$ cat config.mk
export PLATFORM = sky130hd
export DESIGN_NAME = mem_access_stage
export DESIGN_NICKNAME = d
export VERILOG_FILES = /design/src/rtl/mem_access_stage_pkg.sv /design/src/rtl/mem_access_stage_align.sv /design/src/rtl/mem_access_stage.sv
export SDC_FILE = /design/constraint.sdc
export NUM_CORES = 1
export LEC_CHECK = 0
export ABC_AREA = 1
export BUFFER_PORTS_ARGS = -buffer_cell sky130_fd_sc_hd__buf_2
export CAP_MARGIN = 30
export CORE_ASPECT_RATIO = 2
export CORE_MARGIN = 2
export CORE_UTILIZATION = 55
export DETAILED_ROUTE_END_ITERATION = 12
export PLACE_DENSITY = 0.95
export SYNTH_ARGS = -nofsm -noshare
export SYNTH_HDL_FRONTEND = slang
export SYNTH_SLANG_ARGS = --single-unit
$ cat constraint.sdc
create_clock -name clk -period 8.4 [get_ports clk]
set_input_delay 1.26 -clock clk [delete_from_list [all_inputs] [get_ports clk]]
set_output_delay 1.26 -clock clk [all_outputs]
set_load 0.01 [all_outputs]
$ cat src/rtl/mem_access_stage_pkg.sv
// Shared types and constants for the MEM-stage load/store unit.
// Imported by the format block and the stage top.
package mem_access_stage_pkg;

    localparam logic [2:0] F3_LB  = 3'b000;
    localparam logic [2:0] F3_LH  = 3'b001;
    localparam logic [2:0] F3_LW  = 3'b010;
    localparam logic [2:0] F3_LBU = 3'b100;
    localparam logic [2:0] F3_LHU = 3'b101;
    localparam logic [2:0] F3_SB  = 3'b000;
    localparam logic [2:0] F3_SH  = 3'b001;
    localparam logic [2:0] F3_SW  = 3'b010;

    localparam int unsigned DEFAULT_TIMEOUT = 255;

    typedef enum logic [1:0] {
        ST_IDLE = 2'd0,
        ST_REQ  = 2'd1,
        ST_RSP  = 2'd2,
        ST_DONE = 2'd3
    } lsu_state_e;

endpackage

$ cat src/rtl/mem_access_stage_align.sv
// Size/alignment decode, store lane replication and
// load lane extraction with sign/zero extension.
module lsu_align_format
    import mem_access_stage_pkg::*;
(
    input  logic [2:0]  funct3,
    input  logic [1:0]  offset,
    input  logic [31:0] store_data,
    input  logic [31:0] rdata,
    output logic [3:0]  be,
    output logic [31:0] wdata,
    output logic        misalign,
    output logic [31:0] load_data
);

    logic [31:0] lane;

    // byte enables and alignment; unknown funct3 counts as misaligned
    always_comb begin
        be       = 4'b0000;
        misalign = 1'b1;
        case (funct3)
            F3_LB, F3_LBU: begin
                be       = 4'b0001 << offset;
                misalign = 1'b0;
            end
            F3_LH, F3_LHU: begin
                be       = 4'b0011 << offset;
                misalign = offset[0];
            end
            F3_LW: begin
                be       = 4'b1111;
                misalign = |offset;
            end
            default: begin
                be       = 4'b0000;
                misalign = 1'b1;
            end
        endcase
    end

    // replicate narrow store data across every lane it may land in
    always_comb begin
        wdata = store_data;
        case (funct3)
            F3_SB:   wdata = {4{store_data[7:0]}};
            F3_SH:   wdata = {2{store_data[15:0]}};
            F3_SW:   wdata = store_data;
            default: wdata = store_data;
        endcase
    end

    // shift the addressed lane down, then extend to 32 bits
    always_comb begin
        lane      = rdata >> {offset, 3'b000};
        load_data = rdata;
        case (funct3)
            F3_LB:   load_data = {{24{lane[7]}}, lane[7:0]};
            F3_LBU:  load_data = {24'h0, lane[7:0]};
            F3_LH:   load_data = {{16{lane[15]}}, lane[15:0]};
            F3_LHU:  load_data = {16'h0, lane[15:0]};
            default: load_data = rdata;
        endcase
    end

endmodule

$ cat src/rtl/mem_access_stage.sv
// MEM-stage load/store unit: req/gnt/rvalid bus FSM,
// pipeline stall, timeout fault and formatted load result.
module mem_access_stage
    import mem_access_stage_pkg::*;
#(
    parameter int unsigned TIMEOUT_CYCLES = DEFAULT_TIMEOUT,
    parameter logic [31:0] RESET_ADDR     = 32'h0
) (
    input  logic        clk,
    input  logic        rst,
    input  logic        flush_i,
    input  logic [31:0] mem_addr_i,
    input  logic [31:0] store_data_i,
    input  logic [2:0]  funct3_i,
    input  logic        mem_read_i,
    input  logic        mem_write_i,
    output logic        dmem_req_o,
    output logic        dmem_we_o,
    output logic [31:0] dmem_addr_o,
    output logic [3:0]  dmem_be_o,
    output logic [31:0] dmem_wdata_o,
    input  logic        dmem_gnt_i,
    input  logic        dmem_rvalid_i,
    input  logic [31:0] dmem_rdata_i,
    output logic [31:0] load_data_o,
    output logic        mem_done_o,
    output logic        misalign_o,
    output logic        access_fault_o,
    output logic        stall_o
);

    localparam logic [7:0] TO_LIM = 8'(TIMEOUT_CYCLES);

    lsu_state_e  state_q, state_d;
    logic [7:0]  cnt_q;
    logic [31:0] addr_q;
    logic        we_q;
    logic [3:0]  be_q;
    logic [31:0] wdata_q;
    logic [2:0]  f3_q;
    logic [1:0]  off_q;
    logic [31:0] load_q;
    logic        fault_q;

    logic        idle;
    logic        op;
    logic        start;
    logic        expired;
    logic        capture;
    logic        to_fault;
    logic [2:0]  sel_f3;
    logic [1:0]  sel_off;
    logic [3:0]  fmt_be;
    logic [31:0] fmt_wdata;
    logic        fmt_mis;
    logic [31:0] fmt_load;

    assign idle    = (state_q == ST_IDLE);
    assign op      = mem_read_i | mem_write_i;
    assign sel_f3  = idle ? funct3_i : f3_q;
    assign sel_off = idle ? mem_addr_i[1:0] : off_q;
    assign start   = idle & op & ~fmt_mis & ~flush_i;
    assign expired = (cnt_q + 8'd1) == TO_LIM;

    lsu_align_format u_fmt (
        .funct3     (sel_f3),
        .offset     (sel_off),
        .store_data (store_data_i),
        .rdata      (dmem_rdata_i),
        .be         (fmt_be),
        .wdata      (fmt_wdata),
        .misalign   (fmt_mis),
        .load_data  (fmt_load)
    );

    // next state; grant/response win over a same-cycle timeout
    always_comb begin
        state_d  = state_q;
        capture  = 1'b0;
        to_fault = 1'b0;
        unique case (state_q)
            ST_IDLE: begin
                if (start) state_d = ST_REQ;
            end
            ST_REQ: begin
                if (dmem_gnt_i) begin
                    if (we_q) begin
                        state_d = ST_DONE;
                    end else if (dmem_rvalid_i) begin
                        state_d = ST_DONE;
                        capture = 1'b1;
                    end else begin
                        state_d = ST_RSP;
                    end
                end else if (expired) begin
                    state_d  = ST_DONE;
                    to_fault = 1'b1;
                end
            end
            ST_RSP: begin
                if (dmem_rvalid_i) begin
                    state_d = ST_DONE;
                    capture = 1'b1;
                end else if (expired) begin
                    state_d  = ST_DONE;
                    to_fault = 1'b1;
                end
            end
            ST_DONE: state_d = ST_IDLE;
            default: state_d = ST_IDLE;
        endcase
    end

    // state, request fields, timeout counter and load result
    always_ff @(posedge clk or posedge rst) begin
        if (rst) begin
            state_q <= ST_IDLE;
            cnt_q   <= 8'd0;
            addr_q  <= RESET_ADDR;
            we_q    <= 1'b0;
            be_q    <= 4'b0000;
            wdata_q <= 32'h0;
            f3_q    <= 3'b000;
            off_q   <= 2'b00;
            load_q  <= 32'h0;
            fault_q <= 1'b0;
        end else begin
            state_q <= state_d;
            fault_q <= to_fault;
            if (start) begin
                cnt_q   <= 8'd0;
                addr_q  <= {mem_addr_i[31:2], 2'b00};
                we_q    <= mem_write_i;
                be_q    <= fmt_be;
                wdata_q <= fmt_wdata;
                f3_q    <= funct3_i;
                off_q   <= mem_addr_i[1:0];
            end else if (state_q == ST_REQ || state_q == ST_RSP) begin
                cnt_q <= cnt_q + 8'd1;
            end
            if (capture) begin
                load_q <= fmt_load;
            end else if (to_fault) begin
                load_q <= 32'h0;
            end
        end
    end

    assign dmem_req_o     = (state_q == ST_REQ);
    assign dmem_we_o      = dmem_req_o & we_q;
    assign dmem_addr_o    = idle ? RESET_ADDR : addr_q;
    assign dmem_be_o      = dmem_req_o ? be_q : 4'b0000;
    assign dmem_wdata_o   = dmem_req_o ? wdata_q : 32'h0;
    assign load_data_o    = load_q;
    assign mem_done_o     = (state_q == ST_DONE);
    assign access_fault_o = mem_done_o & fault_q;
    assign misalign_o     = idle & op & fmt_mis & ~flush_i;
    assign stall_o        = start | (state_q == ST_REQ)
                          | (state_q == ST_RSP);

endmodule

==> results.toml <==
[yosys]
synthMuxAreaShare = 0
yosys-top-cells-area = "dfrtp_1 (44%), nand2_1 (15%), inv_1 (7.6%)"
synth-compound-area-share = 0.173
yosysMostFrequentCell = "nand2_1"
ys_top_cells_by_count = "nand2_1 (264), inv_1 (132), dfrtp_1 (115), nand3_1 (68), o21ai_0 (53)"
ys_seq_area_frac = 0.443
synth-edff-count = 0
synthCells = 887
ys_ff_latch = 115
synth_top_area_share = 0.443
syn_area_per_cell_um2 = 7.33
ys_types = 33
synth-xor-area-share = 0
synthSimpleGateAreaFrac = 0.250
synth_area_um2 = 6500
synthAdderAreaFrac = 0.0115
yosysTopAreaCell = "dfrtp_1"
ys_warn_count = 0
synthArstFlopShare = 1.00
synth_top_family_by_area = "simple AND/OR/NAND/NOR gates"
synthFlopType = "dfrtp_1"

[placement]
place_congestion = 0.931
pre_cts_ws_ns = 3.18
numPortBuffers = 209
placed_area_um2 = 7520
dp_hpwl_um = 14000

[sta]
relSlewSlack = 0.366
min_period_over_period = 0.653
drv_slew = 0
worstMarginPinSlew_ns = 0.951
setup_viol = 0
post-route-min-period_ns = 5.49
finalWorstSetupSlack_ns = 2.91
hold_ws_ns = 0.481
final_hold_viol_count = 0
fmax_mhz = 182
finalSetupTns_ns = 0
rsz0062_at_grt = "false"
clock_skew_ns = 0.00546

[floorplanning]
fp-row-count = 56
die_y_um = 158
core_area_um2 = 11600
die_x_um = 80.9
pin_count = 212
start_util = 0.559
dieArea_um2 = 12800

[global_route]
grt_remaining_overflow = 0
grt_pass1_wl_um = 30300
grt_pass1_vias = 6338
track_usage = 0.312
grt_max_degree = 70
antenna_found_initial = 1

[final_layout]
design_area_um2 = 8120
area_growth_pct = 24.9
nFillCells = 918
seq_area_um2 = 2880
multi_input_area_um2 = 2830
fin_nets = 1183
drive_gt1_frac = 0.254

[clocking]
post_cts_buffers = 0
ctsHoldBuffers = 0
clk_latency_ns = 0.41
cts_resized = 0
clock_path_buffers = 2
cts-buffers-inserted = 17
clkSlewWorstSetupHoldPaths_ns = 0.06
cts_tree = "built"
cts.sinks = 115
root_buffer = "clkbuf_16"
h-tree-depth = 4

[routing]
ant_nets = 0
viasPerCell = 5.43
vias = 6695
drt_iter0_drc = 675
drc_errors = 0
avgRoutedWirePerCell_um = 15.9
dr.pass1.iters = 5
wl_um = 19600

[worst_setup_path]
arrival_ns = 4.23
critPathRequiredTime_ns = 7.14
start_kind = "register"
critical_path.cell_chain = "inv_1 > ha_2 > nand2_1 > o21ai_4 > inv_1 > nand2_1 > nand2_1 > nand2_1 > nand3_2 > nand2_1 > buf_2"
cp-end-kind = "output pin"
crit_buf_inv = 3
cpPeakStageDelay_ns = 0.82
cpLargestDelayFamily = "simple AND/OR/NAND/NOR gates"
slowest_stage = "ha_2"
path_class = "reg2out"
ff2ff_setup_slack_ns = 3.03
cp_common_cell = "nand2_1"
critPathMaxFanout = 45

[run]
drv_cap = 0

[hold_path]
hold_path_class = "reg2reg"

[power]
max-vdd-ir-drop_uv = 259
powerDensity_nw_per_um2 = 419
leakagePower_nw = 4.70

[status]
status = "complete, no violations"
-- layer usage --
metal  vias up  global-route usage  part of all wire
met5         -                   0                 0
met3        70              0.0610             0.060
li1       3182                   -                 -
met4         0               0.168             0.048
met1      3126               0.348              0.36
met2       317               0.545              0.53
-- worst register-to-register path, stage by stage, from the launching register on --
cell,delay [ns]
dfrtp_1,0.42
inv_1,0.13
ha_2,0.82
nand2_1,0.24
o21ai_4,0.34
inv_1,0.52
nand2_1,0.22
nand2_1,0.07
nand2_1,0.09
nand3_2,0.59
clkinv_2,0.81
buf_4,0.64
nand3_1,0.22
o21a_1,0.15
-- registers in the layout, indices dropped and copies added (netlist names) --
signal,flops
f3_q,3
be_q,4
we_q,1
cnt_q,8
fault_q,1
wdata_q,32
addr_q,30
load_data_o,32
state_q,2
off_q,2
-- stage by stage --
stage,cells,util,total power [mW]
2_1_floorplan,888,-,2.17
3_3_place_gp,1196,0.644,2.59
3_5_place_dp,1197,0.646,2.64
4_1_cts,1229,0.697,3.38
5_1_grt,1230,0.698,3.66
6_report,1232,0.698,3.40
-- final timing paths --
path / start / endpoint / cells past startpoint
min in group asynchronous: rst / load_data_o[21] / 2
max in group asynchronous: rst / wdata_q[19] / 4
min: wdata_q[7] / wdata_q[7] / 2
max reg2reg: state_q[0] / wdata_q[9] / 13
min reg2reg: wdata_q[7] / wdata_q[7] / 2
max: state_q[0] / stall_o / 11
-- cells by family after synthesis --
kind of cell | count (synthesis)
and+or+nand+nor | 396
buffers and inverters | 187
AOI/OAI and AO/OA | 182
DFF | 115
adders and majority gates | 6
other | 1
-- area by class of cell --
type                    count  share of cell area
well taps                 145              0.0223
flip-flops and latches    115               0.355
multi-input cells         586               0.349
inverters                 136              0.0633
clock buffers              19              0.0546
diodes                      3            0.000925
clock inverters            13              0.0185
repair buffers            215               0.137
-- power breakdown --
| group | internal [mW] | switching, mW |
|---|---|---|
| Clock | 0.448 | 0.271 |
| Combinational | 0.589 | 1.15 |
| Sequential | 0.807 | 0.136 |
-- placed cells by master (no fill, tap or decap), drive strengths merged, types with 2 or more instances in the layout --
master      n
a21oi      41
nand2     265
nand4       4
nor2       53
clkinv      8
a22oi       8
o21ai      92
dfrtp     115
o22ai       2
diode       3
inv       137
buf       215
o211ai      9
conb        2
clkinvlp    2
o2111ai     7
o21bai      2
nand3      71
o21a       20
ha          6
clkbuf     19
bufinv      2
Power figures use the tool's default switching activity.
